File: src/rtl/fifo_pkg.sv
// Shared definitions for the FIFO family: default sizing, read-mode
// selector and address-width helper.
package fifo_pkg;

    localparam int DATA_WIDTH_DEF = 8;
    localparam int DEPTH_DEF      = 16;
    localparam int AF_LEVEL_DEF   = 14;
    localparam int AE_LEVEL_DEF   = 2;

    typedef enum logic {
        STD  = 1'b0,
        FWFT = 1'b1
    } rd_mode_e;

    // Width of an address into a DEPTH-entry buffer; never below one bit
    function automatic int addrWidth(input int depth);
        return (depth > 1) ? $clog2(depth) : 1;
    endfunction

endpackage

File: src/rtl/fifo_sync_ram.sv
// Simple dual-port register array: synchronous write, asynchronous read.
// Contents are deliberately left unreset.
module fifo_sync_ram
    import fifo_pkg::*;
#(
    parameter int DATA_WIDTH = DATA_WIDTH_DEF,
    parameter int DEPTH      = DEPTH_DEF,
    parameter int ADDR_WIDTH = addrWidth(DEPTH)
)(
    input  logic                  clk,
    input  logic                  i_wrEn,
    input  logic [ADDR_WIDTH-1:0] i_wrAddr,
    input  logic [DATA_WIDTH-1:0] i_wrData,
    input  logic [ADDR_WIDTH-1:0] i_rdAddr,
    output logic [DATA_WIDTH-1:0] o_rdData
);

    logic [DATA_WIDTH-1:0] r_mem [DEPTH];

    // Store the incoming word on an accepted write
    always_ff @(posedge clk) begin
        if (i_wrEn) begin
            r_mem[i_wrAddr] <= i_wrData;
        end
    end

    assign o_rdData = r_mem[i_rdAddr];

endmodule

File: src/rtl/fifo_sync_param.sv
// Single-clock parametrised FIFO with fill count, almost-full/empty
// thresholds, sticky overflow/underflow flags and selectable FWFT read mode.
module fifo_sync_param
    import fifo_pkg::*;
#(
    parameter int DATA_WIDTH = DATA_WIDTH_DEF,
    parameter int DEPTH      = DEPTH_DEF,
    parameter int AF_LEVEL   = AF_LEVEL_DEF,
    parameter int AE_LEVEL   = AE_LEVEL_DEF,
    parameter int FWFT       = 0
)(
    input  logic                        clk,
    input  logic                        rst,
    input  logic [DATA_WIDTH-1:0]       data_in,
    input  logic                        push,
    output logic                        full,
    output logic                        almost_full,
    output logic [DATA_WIDTH-1:0]       data_out,
    input  logic                        pop,
    output logic                        empty,
    output logic                        almost_empty,
    output logic [$clog2(DEPTH):0]      count,
    output logic                        overflow,
    output logic                        underflow,
    input  logic                        clr_err
);

    localparam int AW = addrWidth(DEPTH);
    localparam int CW = $clog2(DEPTH) + 1;
    localparam logic [CW-1:0] FULL_COUNT = CW'(DEPTH);
    localparam logic [CW-1:0] AF_COUNT   = CW'(AF_LEVEL);
    localparam logic [CW-1:0] AE_COUNT   = CW'(AE_LEVEL);
    localparam rd_mode_e READ_MODE = (FWFT != 0) ? fifo_pkg::FWFT : fifo_pkg::STD;

    logic [AW-1:0]         r_wrPtr;
    logic [AW-1:0]         r_rdPtr;
    logic [CW-1:0]         r_count;
    logic                  r_overflow;
    logic                  r_underflow;
    logic                  w_pushAcc;
    logic                  w_popAcc;
    logic [DATA_WIDTH-1:0] w_rdData;

    // A pop needs stored data; a push needs room unless a pop frees a slot
    // in the same cycle, which keeps a full FIFO streaming at full rate.
    assign w_popAcc  = pop && (r_count != '0);
    assign w_pushAcc = push && ((r_count != FULL_COUNT) || w_popAcc);

    assign full         = (r_count == FULL_COUNT);
    assign empty        = (r_count == '0);
    assign almost_full  = (r_count >= AF_COUNT);
    assign almost_empty = (r_count <= AE_COUNT);
    assign count        = r_count;
    assign overflow     = r_overflow;
    assign underflow    = r_underflow;

    fifo_sync_ram #(
        .DATA_WIDTH (DATA_WIDTH),
        .DEPTH      (DEPTH),
        .ADDR_WIDTH (AW)
    ) u_ram (
        .clk      (clk),
        .i_wrEn   (w_pushAcc),
        .i_wrAddr (r_wrPtr),
        .i_wrData (data_in),
        .i_rdAddr (r_rdPtr),
        .o_rdData (w_rdData)
    );

    // Advance pointers on accepted operations and track the fill level
    always_ff @(posedge clk or negedge rst) begin
        if (!rst) begin
            r_wrPtr <= '0;
            r_rdPtr <= '0;
            r_count <= '0;
        end else begin
            if (w_pushAcc) begin
                r_wrPtr <= r_wrPtr + 1'b1;
            end
            if (w_popAcc) begin
                r_rdPtr <= r_rdPtr + 1'b1;
            end
            case ({w_pushAcc, w_popAcc})
                2'b10:   r_count <= r_count + 1'b1;
                2'b01:   r_count <= r_count - 1'b1;
                default: r_count <= r_count;
            endcase
        end
    end

    // Sticky error flags; a fresh error in the clearing cycle keeps its flag set
    always_ff @(posedge clk or negedge rst) begin
        if (!rst) begin
            r_overflow  <= 1'b0;
            r_underflow <= 1'b0;
        end else begin
            if (push && !w_pushAcc) begin
                r_overflow <= 1'b1;
            end else if (clr_err) begin
                r_overflow <= 1'b0;
            end
            if (pop && !w_popAcc) begin
                r_underflow <= 1'b1;
            end else if (clr_err) begin
                r_underflow <= 1'b0;
            end
        end
    end

    generate
        if (READ_MODE == fifo_pkg::FWFT) begin : g_fwft
            assign data_out = empty ? '0 : w_rdData;
        end else begin : g_std
            logic [DATA_WIDTH-1:0] r_dataOut;

            // Registered read: capture the head word on an accepted pop, hold otherwise
            always_ff @(posedge clk or negedge rst) begin
                if (!rst) begin
                    r_dataOut <= '0;
                end else if (w_popAcc) begin
                    r_dataOut <= w_rdData;
                end
            end

            assign data_out = r_dataOut;
        end
    endgenerate

endmodule

File: config.mk
export PLATFORM = sky130hd
export DESIGN_NAME = fifo_sync_param
export DESIGN_NICKNAME = d
export VERILOG_FILES = /design/src/rtl/fifo_pkg.sv /design/src/rtl/fifo_sync_ram.sv /design/src/rtl/fifo_sync_param.sv
export SDC_FILE = /design/constraint.sdc
export NUM_CORES = 1
export LEC_CHECK = 0
export ABC_AREA = 1
export CORE_ASPECT_RATIO = 1.5
export CORE_MARGIN = 2
export CORE_UTILIZATION = 45
export CTS_CLUSTER_SIZE = 40
export DETAILED_ROUTE_END_ITERATION = 10
export GPL_TIMING_DRIVEN = 0
export PLACE_DENSITY = 0.7
export SLEW_MARGIN = 10
export SYNTH_ARGS = -nofsm -noshare
export SYNTH_HDL_FRONTEND = slang
export SYNTH_SLANG_ARGS = --single-unit
File: constraint.sdc
create_clock -name clk -period 2.8 [get_ports clk]
set_input_delay 0.56 -clock clk [delete_from_list [all_inputs] [get_ports clk]]
set_output_delay 0.56 -clock clk [all_outputs]
set_load 0.02 [all_outputs]
Yosys cells after proc, flatten, opt, wreduce, memory -nomap -nowiden
Memories as Yosys holds them, arrays and structs flattened. A register that Yosys moved wholly into a read port is not among the register bits.
Cells that the tools add are included.

cells by class
  add/sub/neg operators = 4
  magnitude comparators = 2
  equality and inequality tests = 4
  muxes and demuxes = 6
  reduce and logical (&&, ||, !) cells = 13

operator list
  kind                                                                    count
  5-bit case mux with 2 select lines                                      1
  4-bit by 1-bit adder with 4-bit output (second input constant)          2
  2-bit nonzero test                                                      3
  5-bit by 1-bit adder with 5-bit output (second input constant)          1
  5-bit equality test (second input constant)                             1
  5-bit by 4-bit >= comparator with 1-bit output (second input constant)  1
  5-bit by 2-bit <= comparator with 1-bit output (second input constant)  1
  5-bit logical NOT                                                       1
  1-bit two-way mux                                                       5
  5-bit != test (second input constant)                                   1
  5-bit nonzero test                                                      1
  5-bit by 1-bit subtractor with 5-bit output (second input constant)     1
  1-bit logical AND                                                       4
  1-bit logical NOT                                                       3
  2-bit by 1-bit equality test with 1-bit output (second input constant)  1
  2-bit equality test (second input constant)                             1
  1-bit logical OR                                                        1

word-level totals
  register bits after elaboration = 15
  memory bits (writable) = 128
  bits of input ports = 13
  output and inout bits = 19
  word-level logic and storage cells = 35
  memories = 1

memory list
  memory       words  bits a word  rd ports  clocked after Yosys merged registers in  write ports  RTL line             RTL
  u_ram.r_mem  16     8            1         1                                        1            fifo_sync_ram.sv:18  logic [DATA_WIDTH-1:0] r_mem [DEPTH];

Depth between registers and ports, before layout
  depth in word-level cells = 7
  depth in mapped cells = 14

By module
A second synthesis with hierarchy kept.

unflattened totals
  cell total of the unflattened synthesis = 668
  area total of the unflattened synthesis = 6,759.0 sq um

by module, submodules not included
  module           instances  cells each  area an instance (sq um)  sequential area each (sq um)
  fifo_sync_ram    1          543         5,606.6                   3,843.7
  fifo_sync_param  1          125         1,152.4                   575.6

Worst setup path before layout
No wires, ideal clock.

  path type = register to output
  from = register r_count[0] (netlist: count[0])
  to = output almost_empty
  arrival = 1.686 ns
  data required time = 2.240 ns
  path slack = 0.554 ns
  stages on the path, launching flop included = 2
  buffers on the path = 0
  cell sequence = dfrtp_1 a2111oi_0

between the ends
  cells in the longest elaborated chain, start to end = 1

RTL lines
  item                                            RTL line               RTL
  from (decl)                                     fifo_sync_param.sv:37  logic [CW-1:0] r_count;
  from (signal assigned)                          fifo_sync_param.sv:84  2'b10: r_count <= r_count + 1'b1;
  from (signal assigned)                          fifo_sync_param.sv:85  2'b01: r_count <= r_count - 1'b1;
  from (signal assigned)                          fifo_sync_param.sv:86  default: r_count <= r_count;
  5-bit by 2-bit <= comparator with 1-bit output  fifo_sync_param.sv:52  assign almost_empty = (r_count <= AE_COUNT);
  to (decl)                                       fifo_sync_param.sv:21  output logic almost_empty,

Every way passes these cells.

Worst setup path after layout
  from = register r_count[1] (netlist: count[1])
  to = output almost_full

between the ends
  cells in the longest elaborated chain, start to end = 1

RTL lines
  item                                            RTL line               RTL
  5-bit by 4-bit >= comparator with 1-bit output  fifo_sync_param.sv:51  assign almost_full = (r_count >= AF_COUNT);
  to (decl)                                       fifo_sync_param.sv:17  output logic almost_full,

Every way passes these cells.

==> metrics.md <==
| Metric | Value |
|---|---|
| CTS clk-pin slew, worst paths | 60 ps |
| Post-DP HPWL | 11.14 mm |
| Crit Reg-Reg Endpoint | u_ram.r_mem[10][7]$_DFFE_PP_ |
| R2R setup slack | 440 ps |
| Die height | 152.6 µm |
| Clk sinks | 151 |
| Critical path capture point | almost_full |
| Synth top area share | 58.04% |
| Peak VDD IR | 0.0005253 V |
| Overall Power | 8101 µW |
| Number of global-route vias before repair | 4471 |
| WHS | 479.4 ps |
| CTS root buffer | clkbuf_16 |
| Pwr Density | 1046 nW/µm² |
| Hold path start | data_out[6]$_DFFE_PN0P_ |
| Post-DP Area | 7178 µm² |
| Syn Inst Count | 644 |
| Slew Limit Fails | 0 |
| Cts hold-fix bufs | 0 |
| Slack of the critical path | 100.7 ps |
| Layout cells sized above 1 | 7.638% |
| Starting DRT DRC Count | 291 |
| Syn Area/Cell | 10.28 µm² |
| Largest net degree at the start of global routing | 24 |
| R2R Path Start | count[1]$_DFFE_PN0P_ |
| Worst-margin pin slew | 1093 ps |
| Pre-CTS setup slack | 134.6 ps |
| Ant. Diodes | 0 |
| H-tree levels | 4 |
| I/O pins | 32 |
| M1 GR Usage | 23.51% |
| RSZ-0062 raised after global routing | false |
| CTS buffer count | 17 |
| Residual DRC count | 0 |
| Drt total wl | 15.51 mm |
| Combinational share of power | 36.6% |
| Period minus WS final | 2699 ps |
| Post-CTS sizing | 0 |
| Final Cycle Share | 96.40% |
| Die W | 103.1 µm |
| Crit path max fanout | 6 |
| M3 GR Usage | 4.220% |
| Setup crit start | count[1]$_DFFE_PN0P_ |
| Grt peak-use layer | met2 |
| Status | complete, no violations |
| Lkg Pwr | 0.003325 µW |
| Max_cap viols | 0 |
| Met2 Track Usage GR | 36.46% |
| Setup violators final | 0 |
| Post-synthesis instance area | 6623 µm² |
| ANT nets after route | 0 |
| Skew-Pair Late Insertion Delay | 430 ps |
| Die area | 15720 µm² |
| Crit Path Class | flop to primary output |
| Number of iterations in the first detailed-routing pass | 6 |
| Total number of vias | 4539 |
| Area contributors post-synth | edfxtp_1 58%, nand2_1 12%, dfrtp_1 8.7% |
| Type of the worst min-delay path | flop to flop |
| Synth-to-layout area growth | 16.93% |
| Sequential fraction of the synthesis area | 66.73% |
| Top cell type by total area after synthesis | edfxtp_1 |
| Setup bufs post-CTS | 0 |
| Reg power frac | 36.7% |
| Crit path DAT | 2140 ps |
| Count of cell types in the netlist | 23 |
| Core Area | 14460 µm² |
| Routed len/inst | 17.18 µm |
| Clock power frac | 26.7% |
| Sw Share | 38.40% |
| Initial Util | 45.80% |
| Buffers on Ports | 31 |
| Fill cell count | 1286 |
| TritonCTS clock tree | built |
| Startpoint Class | flop |
| Routed vias/inst | 5.027 |
| GRT Total Usage | 20.91% |
| Final Skew | 12.76 ps |
| Grt ovf | 0 |
| Mapped Nets | 666 |
| Design area | 7744 µm² |
| Endpoints failing hold | 0 |
| Maximum buffer depth of the clock tree | 2 |
| Setup_tns | 0 ps |
| Yosys reg bits | 151 |
| FMAX | 0.3705 GHz |
| Final nets | 716 |
| Sw Pwr | 3111 µW |
| Initial antenna violation count | 0 |
| Worst setup EP type | primary output |
| Worst EP required | 2240 ps |
| First-pass GRT wire length | 24.02 mm |
| GPL Wtd Cong | 0.9287 |
| Worst slew margin | 26.91% |
| R2R depth | 6 |
| Warnings from Yosys | 0 |
| Int Pwr | 4990 µW |
| FP Rows | 54 |
-- cell families after synthesis --
| family | share of synthesized area, % |
|---|---|
| AND/OR/NAND/NOR | 20.61 |
| AO/OA/AOI/OAI | 2.305 |
| XOR/XNOR | 1.058 |
| buffers and inverters | 7.482 |
| adder cells (fa/ha/maj) | 1.814 |
| flip-flops | 66.73 |
-- registers in the layout (all words and copies together) (netlist names) --
| signal | flops |
|---|---|
| data_out | 8 |
| overflow | 1 |
| r_wrPtr | 4 |
| r_rdPtr | 4 |
| u_ram.r_mem | 128 |
| count | 5 |
| underflow | 1 |
-- placed cells by master (no fill, tap or decap) --
cell type and instances:
nand3_1 89, edfxtp_1 128, clkbuf_16 17, o22ai_1 1, clkbuf_1 7, o211ai_1 8, a2111oi_0 1, inv_8 2
buf_2 15, clkinv_4 3, xor2_1 8, nand2_1 220, nand4_1 1, clkinvlp_4 1, inv_6 4, bufinv_16 1
ha_1 8, o32ai_1 1, clkdlybuf4s50_1 31, o21ai_0 7, inv_1 93, fa_1 1, dfrtp_1 23, nor2_1 20
buf_4 5, a21oi_4 1, nand2_2 2, o31ai_1 1, a21oi_1 2, clkinv_1 3, clkinv_2 3
-- stage by stage --
step	util, %	instances
2_1_floorplan	-	644
6_report	53.56	903
4_1_cts	53.56	903
5_1_grt	53.56	903
3_5_place_dp	49.65	871
3_3_place_gp	49.65	871
-- synth_stat cells (all sizes together) --
cell	count
o211ai	8
xor2	8
nand2	222
nand3	89
buf	20
clkbuf	7
ha	8
edfxtp	128
nor2	20
a2111oi	1
dfrtp	23
clkinv	2
o32ai	1
a21oi	3
fa	1
inv	93
o21ai	7
o22ai	1
nand4	1
o31ai	1
-- power groups by stage --
| stage | Clock (µW) | Sequential (µW) | Combinational [µW] |
|---|---|---|---|
| finish | 2170 | 2970 | 2960 |
| CTS | 2190 | 2970 | 2950 |
| floorplan | 0 | 3080 | 1780 |
| detailed placement | 0 | 3010 | 2930 |
| global placement | 0 | 2990 | 2860 |
| global route | 2280 | 3000 | 3250 |
-- layout make-up --
type / count / area [µm²] / share of cell area (%)
Inverter: 95 / 356.6 / 4.605
Sequential cell: 151 / 4419 / 57.07
Timing Repair Buffer: 31 / 310.3 / 4.007
Buffer: 27 / 138.9 / 1.794
Multi-Input combinational cell: 371 / 1708 / 22.06
Tap cell: 196 / 245.2 / 3.167
Clock buffer: 17 / 425.4 / 5.494
Clock inverter: 15 / 140.1 / 1.810
-- per-layer routing --
metal | up-vias | wire, µm
met5 | - | 0
met4 | 0 | 654
met3 | 38 | 765
met2 | 159 | 8324
met1 | 2148 | 5769
li1 | 2194 | -
-- worst max-delay path, stage by stage, from the launching register on --
cell             delay [ps]
dfrtp_1                 510
inv_1                   110
o31ai_1                 410
clkdlybuf4s50_1         680
-- how the worst min path moves through the flow --
| stage | endpoint | slack [ps] | cells after the start |
|---|---|---|---|
| 6_report | data_out[6]$_DFFE_PN0P_ | 480 | 2 |
| 5_1_grt | data_out[3]$_DFFE_PN0P_ | 500 | 2 |
| 4_1_cts | data_out[6]$_DFFE_PN0P_ | 480 | 2 |
| 3_5_place_dp | data_out[6]$_DFFE_PN0P_ | 470 | 2 |
| 3_3_place_gp | data_out[1]$_DFFE_PN0P_ | 460 | 2 |
| 2_1_floorplan | count[0]$_DFFE_PN0P_ | 260 | 0 |
(Power assumes the default switching activity.)
